[src/rtl/tone_pkg.sv]
// tone_pkg: direction codes shared by the beacon transmitter and the tone-detection receiver,
// plus the transmitter state encoding.
package tone_pkg;

    localparam logic [2:0] DIR_STRAIGHT = 3'b000;
    localparam logic [2:0] DIR_LEFT     = 3'b001;
    localparam logic [2:0] DIR_RIGHT    = 3'b010;
    localparam logic [2:0] DIR_BACK     = 3'b011;
    localparam logic [2:0] DIR_STOP     = 3'b100;

    typedef enum logic [1:0] {
        ST_IDLE  = 2'd0,
        ST_BURST = 2'd1,
        ST_GAP   = 2'd2
    } tx_state_t;

endpackage

[src/rtl/tone_divider.sv]
// tone_divider: half-period phase counter driving a registered square wave.
// clr starts a fresh high phase; dropping en forces the output low.
module tone_divider (
    input  logic        clk,
    input  logic        rst_n,
    input  logic        clr,
    input  logic        en,
    input  logic [31:0] half,
    output logic        sq
);

    logic [31:0] r_phase;
    logic        r_sq;

    always_ff @(posedge clk or negedge rst_n) begin
        if (!rst_n) begin
            r_phase <= '0;
            r_sq    <= 1'b0;
        end else if (clr) begin
            r_phase <= '0;
            r_sq    <= 1'b1;
        end else if (!en) begin
            r_phase <= '0;
            r_sq    <= 1'b0;
        end else if (r_phase == half - 32'd1) begin
            r_phase <= '0;
            r_sq    <= ~r_sq;
        end else begin
            r_phase <= r_phase + 32'd1;
        end
    end

    assign sq = r_sq;

endmodule

[src/rtl/tone_transmitter.sv]
// tone_transmitter: junction beacon emitting a direction-coded tone burst followed by a
// silent gap long enough for the receiver's post-detection hold to expire.
module tone_transmitter
    import tone_pkg::*;
#(
    parameter int unsigned CLK_HZ        = 50_000_000,
    parameter int unsigned HALF_STRAIGHT = 25_000,
    parameter int unsigned HALF_LEFT     = 12_500,
    parameter int unsigned HALF_RIGHT    = 8_333,
    parameter int unsigned HALF_BACK     = 6_250,
    parameter int unsigned BURST_CYCLES  = 25_000_000,
    parameter int unsigned GAP_CYCLES    = 50_000_000
) (
    input  logic       clk,
    input  logic       rst_n,
    input  logic       cmd_valid,
    input  logic [2:0] cmd_dir,
    output logic       cmd_ready,
    input  logic       abort,
    output logic       tone_out,
    output logic       tone_en,
    output logic [1:0] tone_sel,
    output logic       busy,
    output logic       done
);

    tx_state_t   r_state;
    logic [31:0] r_cnt;
    logic        r_tone_en;
    logic [1:0]  r_tone_sel;
    logic        r_busy;
    logic        r_done;
    logic        w_start;
    logic        w_burst_last;
    logic        w_gap_last;
    logic        w_div_en;
    logic [31:0] w_half;
    logic        w_sq;

    assign cmd_ready    = (r_state == ST_IDLE);
    assign w_start      = cmd_valid && cmd_ready && !cmd_dir[2];
    assign w_burst_last = (r_cnt == 32'(BURST_CYCLES - 1));
    assign w_gap_last   = (r_cnt == 32'(GAP_CYCLES - 1));
    // Divider keeps running only while the burst continues past this edge.
    assign w_div_en     = (r_state == ST_BURST) && !abort && !w_burst_last;
    assign w_half       = ({1'b0, r_tone_sel} == DIR_LEFT)  ? 32'(HALF_LEFT)  :
                          ({1'b0, r_tone_sel} == DIR_RIGHT) ? 32'(HALF_RIGHT) :
                          ({1'b0, r_tone_sel} == DIR_BACK)  ? 32'(HALF_BACK)  :
                                                              32'(HALF_STRAIGHT);

    always_ff @(posedge clk or negedge rst_n) begin
        if (!rst_n) begin
            r_state    <= ST_IDLE;
            r_cnt      <= '0;
            r_tone_en  <= 1'b0;
            r_tone_sel <= '0;
            r_busy     <= 1'b0;
            r_done     <= 1'b0;
        end else begin
            r_done <= 1'b0;
            case (r_state)
                ST_IDLE: begin
                    if (w_start) begin
                        r_state    <= ST_BURST;
                        r_cnt      <= '0;
                        r_tone_en  <= 1'b1;
                        r_busy     <= 1'b1;
                        r_tone_sel <= cmd_dir[1:0];
                    end
                end
                ST_BURST: begin
                    if (abort) begin
                        r_state   <= ST_IDLE;
                        r_cnt     <= '0;
                        r_tone_en <= 1'b0;
                        r_busy    <= 1'b0;
                    end else if (w_burst_last) begin
                        r_state   <= ST_GAP;
                        r_cnt     <= '0;
                        r_tone_en <= 1'b0;
                    end else begin
                        r_cnt <= r_cnt + 32'd1;
                    end
                end
                ST_GAP: begin
                    if (abort) begin
                        r_state <= ST_IDLE;
                        r_cnt   <= '0;
                        r_busy  <= 1'b0;
                    end else if (w_gap_last) begin
                        r_state <= ST_IDLE;
                        r_cnt   <= '0;
                        r_busy  <= 1'b0;
                        r_done  <= 1'b1;
                    end else begin
                        r_cnt <= r_cnt + 32'd1;
                    end
                end
                default: r_state <= ST_IDLE;
            endcase
        end
    end

    tone_divider u_div (
        .clk   (clk),
        .rst_n (rst_n),
        .clr   (w_start),
        .en    (w_div_en),
        .half  (w_half),
        .sq    (w_sq)
    );

    assign tone_out = w_sq;
    assign tone_en  = r_tone_en;
    assign tone_sel = r_tone_sel;
    assign busy     = r_busy;
    assign done     = r_done;

endmodule

[config.mk]
export PLATFORM = sky130hd
export DESIGN_NAME = tone_transmitter
export DESIGN_NICKNAME = d
export VERILOG_FILES = /design/src/rtl/tone_pkg.sv /design/src/rtl/tone_divider.sv /design/src/rtl/tone_transmitter.sv
export SDC_FILE = /design/constraint.sdc
export NUM_CORES = 1
export LEC_CHECK = 0
export ABC_AREA = 1
export CAP_MARGIN = 5
export CORE_ASPECT_RATIO = 1.2
export CORE_UTILIZATION = 60
export DETAILED_ROUTE_END_ITERATION = 10
export PLACE_DENSITY = 0.78
export SYNTH_ARGS = -nofsm -noshare
export SYNTH_HDL_FRONTEND = slang
export SYNTH_SLANG_ARGS = --single-unit
[constraint.sdc]
create_clock -name clk -period 5.52 [get_ports clk]
set_input_delay 0.828 -clock clk [delete_from_list [all_inputs] [get_ports clk]]
set_output_delay 0.828 -clock clk [all_outputs]
set_load 0.05 [all_outputs]
==> flow_summary.yaml, run 1 <==
synth:
  synth_nets: 758
  ys_ff_latch: 72
  syn_area_sq_mm: 0.004967
  ys_seq_area_share_pct: 36.27
  netlist_instances: 738
  ys_warn_count: 0
  yosysUniqueCellTypes: 29
  avgSynthCellArea_sq_um: 6.731
sta:
  relSlewSlack_pct: 37.27
  tightest_slew_ns: 0.9376
  finalSetupViolCount: 0
  min_period_over_period_pct: 56.08
  period_needed_ns: 3.095
  hold_violations: 0
  skew_ns: 0.007120
  setup_slack_ns: 2.425
  maxSlewViolCount: 0
  fmax_mhz: 323.1
  fin_tns_setup_ns: 0
  rsz0062_at_grt: "false"
grt:
  grt_pass1_vias: 4647
  grt_max_degree: 73
  grt-ovfl-total: 0
  grt_pass1_wl_um: 21350
  antenna_found_initial: 0
  track_usage_pct: 32.41
clocking:
  cts.sinks: 72
  cts_resized: 0
  post_cts_buffers: 0
  htree_levels: 3
  clkTransAtPathRegs_ns: 0.08
  clock_path_buffers: 2
  insertion_delay_ns: 0.36
  cts_buffers: 9
  cts_hold_buf: 0
  root_buffer: "clkbuf_8"
  cts_tree: "built"
drt:
  dr.pass1.iters: 5
  wl_per_cell_um: 14.92
  routed_wl_um: 12690
  first_iter_violations: 226
  drc_errors: 0
  vias: 4670
  vias_per_cell: 5.494
  antenna_left: 0
die:
  die_x_um: 85.06
  pin_count: 14
  initial_utilization_pct: 61.61
  num_rows: 36
  dieArea_sq_mm: 0.008648
  core_region_area_sq_mm: 0.008063
  die_y_um: 101.7
power:
  p_sw_share_pct: 42.90
  p_int_mw: 0.8798
  switchingPower_mw: 0.6609
  power.share.clock_pct: 24.7
  p_seq_share_pct: 38.4
  power.density_mw_per_mm2: 290.3
  p_comb_share_pct: 36.9
  power_leakage_nw: 2.267
  ir_worst_vdd_mv: 0.1678
job:
  drv_cap: 0
layout:
  fillerInstances: 758
  multiInputGateArea_sq_mm: 0.002755
  final_common_cell: "nand2_1"
  layout-drive-gt1-share_pct: 5.033
  final_cell_mix: "218 x nand2_1, 141 x nor2_1, 86 x inv_1"
  fin_nets: 770
  diodes: 0
  syn_to_final_growth_pct: 6.826
  regArea_sq_mm: 0.001802
worst_setup_path:
  cp.required_ns: 5.74
  crit_family: "buffers and inverters"
  path_cells: "clkdlybuf4s50_1, nand3_1, nand2_1, nand2_1, inv_1, nand3_1, xor2_1, a21oi_1"
  cp-end-kind: "flip-flop"
  cp_max_fo: 30
  start_kind: "primary input"
  crit_type: "primary input to flip-flop"
  slowest_stage: "inv_1"
  cp_slowest_stage_delay_ns: 0.87
  cp.arrival_ns: 3.32
  cp.buffers_inverters: 2
placement:
  gp_congestion: 0.9244
  port_buffers: 13
  hpwl_um: 9636
  dp_slack_ns: 2.077
run_status:
  status: "complete, no violations"
min_path:
  hold_path.class: "flip-flop to flip-flop"
[power by group through the flow]
stage | Sequential, mW | Clock (mW) | Combinational, mW
2_1_floorplan | 0.655 | 0 | 0.375
3_3_place_gp | 0.600 | 0 | 0.548
3_5_place_dp | 0.602 | 0 | 0.568
4_1_cts | 0.591 | 0.389 | 0.570
5_1_grt | 0.596 | 0.411 | 0.631
6_report | 0.592 | 0.380 | 0.568
[worst paths after layout]
path / endpoint / cells after the start / from / slack [ns]
min reg2reg: busy / 2 / busy / 0.49
max: r_cnt[5] / 8 / cmd_valid / 2.42
max reg2reg: r_cnt[5] / 9 / r_state[1] / 2.60
min: busy / 2 / busy / 0.49
max in group asynchronous: r_state[1] / 1 / rst_n / 4.32
min in group asynchronous: u_div.r_phase[3] / 1 / rst_n / 0.59
[stage by stage]
stage | instances | area [sq um] | hold WS, ns | util (%) | total power [mW]
after global routing | 850 | 5306 | 0.5227 | 65.81 | 1.638
after floorplan | 738 | 4967 | 0.4702 | - | 1.030
after CTS | 850 | 5306 | 0.4931 | 65.81 | 1.550
after global placement | 834 | 5134 | 0.4777 | 63.67 | 1.148
after detailed placement | 834 | 5134 | 0.4750 | 63.67 | 1.169
final | 850 | 5306 | 0.4887 | 65.81 | 1.541
[cell usage after synthesis]
| master | n | share of area [%] |
|---|---|---|
| clkbuf_1 | 4 | 0.30 |
| nand3_2 | 1 | 0.20 |
| nand4_1 | 14 | 1.8 |
| nor3_1 | 24 | 2.4 |
| buf_2 | 4 | 0.40 |
| nand2_1 | 218 | 16 |
| inv_1 | 86 | 6.5 |
| nor2_2 | 4 | 0.50 |
| inv_2 | 2 | 0.15 |
| nor2_4 | 2 | 0.45 |
| xnor2_1 | 4 | 0.71 |
| o21ai_2 | 2 | 0.35 |
| nor2_8 | 1 | 0.40 |
| nor2_1 | 141 | 11 |
| nor4_1 | 1 | 0.13 |
| xor2_1 | 35 | 6.2 |
| nand2_2 | 3 | 0.38 |
| buf_6 | 4 | 0.91 |
| nor3_2 | 1 | 0.20 |
| a21o_1 | 2 | 0.30 |
| o21ai_0 | 14 | 1.4 |
| nand3_1 | 52 | 5.2 |
| o21bai_1 | 2 | 0.30 |
| nand3b_1 | 5 | 0.76 |
| a21oi_1 | 21 | 2.1 |
| nand2_4 | 5 | 1.1 |
| dfrtp_1 | 72 | 36 |
| ha_1 | 13 | 3.3 |
| and2_1 | 1 | 0.13 |
[area by class of cell]
cell class / count / share of cell area, %
well taps: 95 / 2.240
multi-input cells: 566 / 51.92
flip-flops and latches: 72 / 33.95
inverters: 88 / 6.225
repair buffers: 13 / 2.405
clock buffers: 10 / 2.594
clock inverters: 6 / 0.6602
[tightest hold or removal path: cells and delay by family (launching register included)]
family           cells  cell delay [ns]
flip-flops           1             0.34
AO/OA/AOI/OAI        1             0.06
AND/OR/NAND/NOR      1             0.05
[logic make-up (layout without fill, tap and decap cells)]
| group | count (synthesis) | in the layout | synth area share (%) |
|---|---|---|---|
| xor gates and xnor gates | 39 | 39 | 6.876 |
| DFF | 72 | 72 | 36.27 |
| adders and majority gates | 13 | 13 | 3.275 |
| buffers and inverters | 100 | 117 | 8.262 |
| and+or+nand+nor | 473 | 473 | 40.83 |
| AOI/OAI and AO/OA | 41 | 41 | 4.484 |
[metal layers]
metal	GRT usage, %	routed length, um	vias up	share of wire (%)
li1	-	-	2322	-
met1	33.70	4943	2183	39
met2	60.55	6636	122	52
met3	6.031	443	43	3.5
met4	19.69	663	0	5.2
met5	0	0	-	0
[registers in the layout, indices dropped and copies added (netlist names)]
name,flops
r_cnt,32
u_div.r_phase,32
r_state,2
tone_sel,2
busy,1
done,1
tone_en,1
u_div.sq,1
No activity file was read; power rests on OpenSTA's default activity.
==> inputs of run 2 (changes only) <==
clock period = 3.25 ns   (was 5.52 ns; I/O delays follow)
==> run 2 against run 1 <==
Compared with the run above:
- final area rose by 1.1%
- clock skew is 0.0021 ns higher
- routed wire length rose by 0.62%
- sequential cell count stayed put
- highest routed layer unchanged
- register-to-register slack worse by 1.9 ns
- hold slack worse by 0.24 ns
- cell count increased by 0.12%
- largest cell class unchanged
- total power increased by 80%
==> flow_summary.yaml, run 2 (synthesized netlist as in run 1, its figures left out) <==
power:
  ir_worst_vdd_mv: 0.3196
  power.density_mw_per_mm2: 517.6
  power_leakage_nw: 2.302
sta:
  fin_tns_setup_ns: 0
  skew_ns: 0.009189
  hold_violations: 0
  min_period_over_period_pct: 77.70
  relSlewSlack_pct: 39.89
  finalSetupViolCount: 0
  fmax_mhz: 396.0
  tightest_slew_ns: 0.9016
  maxSlewViolCount: 0
  setup_slack_ns: 0.7249
  period_needed_ns: 2.525
  rsz0062_at_grt: "false"
die:
  dieArea_sq_mm: 0.008648
  core_region_area_sq_mm: 0.008063
  die_y_um: 101.7
  die_x_um: 85.06
  initial_utilization_pct: 61.61
  num_rows: 36
  pin_count: 14
layout:
  final_common_cell: "nand2_1"
  fin_nets: 773
  fillerInstances: 769
  syn_to_final_growth_pct: 7.985
  final_cell_mix: "218 x nand2_1, 141 x nor2_1, 86 x inv_1"
  layout-drive-gt1-share_pct: 5.159
  diodes: 0
  reg.largest.list: "r_cnt (32), u_div.r_phase (32)"
worst_setup_path:
  cp.required_ns: 3.48
  r2r_setup_slack_ns: 0.72
  reg2reg_depth: 13
  endpoint: "u_div.r_phase[19]"
  path_cells: "inv_1, ha_1, inv_1, ha_1, inv_1, nand2_1, nand2_1, nor2_1, nand2_1, nor2_1, nand4_1, nand2_4, nor2_1"
  slowest_stage: "dfrtp_1"
  start_kind: "flip-flop"
  cp_max_fo: 28
  r2r_end: "u_div.r_phase[19]"
  crit_start: "tone_sel[0]"
  cp-end-kind: "flip-flop"
  rr_startpoint: "tone_sel[0]"
  cp_slowest_stage_delay_ns: 0.47
  crit_type: "flip-flop to flip-flop"
  cp.arrival_ns: 2.76
drt:
  wl_per_cell_um: 15.00
  dr.pass1.iters: 4
  vias: 4610
  vias_per_cell: 5.417
  routed_wl_um: 12770
  antenna_left: 0
  drc_errors: 0
  first_iter_violations: 209
grt:
  grt_pass1_wl_um: 21130
  grt_pass1_vias: 4544
  track_usage_pct: 31.88
  grt-ovfl-total: 0
  grt_max_degree: 73
  antenna_found_initial: 0
clocking:
  cts_tree: "built"
  insertion_delay_ns: 0.36
  cts_hold_buf: 0
  cts.sinks: 72
  cts_resized: 0
  cts_buffers: 9
  htree_levels: 3
  clock_path_buffers: 2
  post_cts_buffers: 0
  clkTransAtPathRegs_ns: 0.08
  root_buffer: "clkbuf_8"
placement:
  dp_slack_ns: 0.7297
  gp_congestion: 0.9747
  hpwl_um: 9816
  port_buffers: 13
run_status:
  status: "complete, no violations"
min_path:
  hold_path.class: "primary input to asynchronous set/reset pin"
job:
  drv_cap: 0
## run 2: per-layer routing
| metal | up-vias | GRT usage, % | part of all wire, % |
|---|---|---|---|
| met5 | - | 0 | 0 |
| li1 | 2328 | - | - |
| met1 | 2133 | 33.78 | 39 |
| met2 | 108 | 59.80 | 52 |
| met3 | 41 | 4.564 | 3.8 |
| met4 | 0 | 19.43 | 5.3 |
## run 2: worst min-delay path by stage
| stage | to | cells past startpoint |
|---|---|---|
| final | tone_sel[0] | 1 |
| after global routing | tone_sel[1] | 1 |
| after CTS | u_div.r_phase[3] | 1 |
| after detailed placement | busy | 2 |
| after global placement | busy | 2 |
| after floorplan | busy | 0 |
## run 2: layout make-up
cell class	instances	area (sq um)	area share, %
multi-input combinational	566	2755	51.36
sequential	72	1802	33.59
inverter	88	330.3	6.158
timing repair buffer	16	150.1	2.799
clock buffer	10	137.6	2.566
tap	95	118.9	2.216
clock inverter	4	70.07	1.306
## run 2: where the power goes
group / leakage, nW / total, mW / internal [mW] / switching (mW)
Combinational: 1.20 / 0.995 / 0.285 / 0.710
Sequential: 0.995 / 1.00 / 0.944 / 0.0587
Clock: 0.108 / 0.778 / 0.442 / 0.336
Total: 2.30 / 2.78 / 1.67 / 1.10
## run 2: worst max-delay path, delay by kind of cell (launching register included)
kind,cells,cell delay (ns)
and+or+nand+nor,8,1.05
adders and majority gates,2,0.52
DFF,1,0.47
buffers and inverters,3,0.34
## run 2: through the flow
step	std cells	cell area (sq um)	hold WS (ns)	utilization, %	power [mW]
CTS	851	5364	0.2968	66.53	2.793
detailed placement	837	5156	0.4793	63.95	2.020
global placement	837	5156	0.4788	63.95	1.991
finish	851	5364	0.2495	66.53	2.776
floorplan	738	4967	0.1919	-	1.750
global route	851	5364	0.3350	66.53	2.947
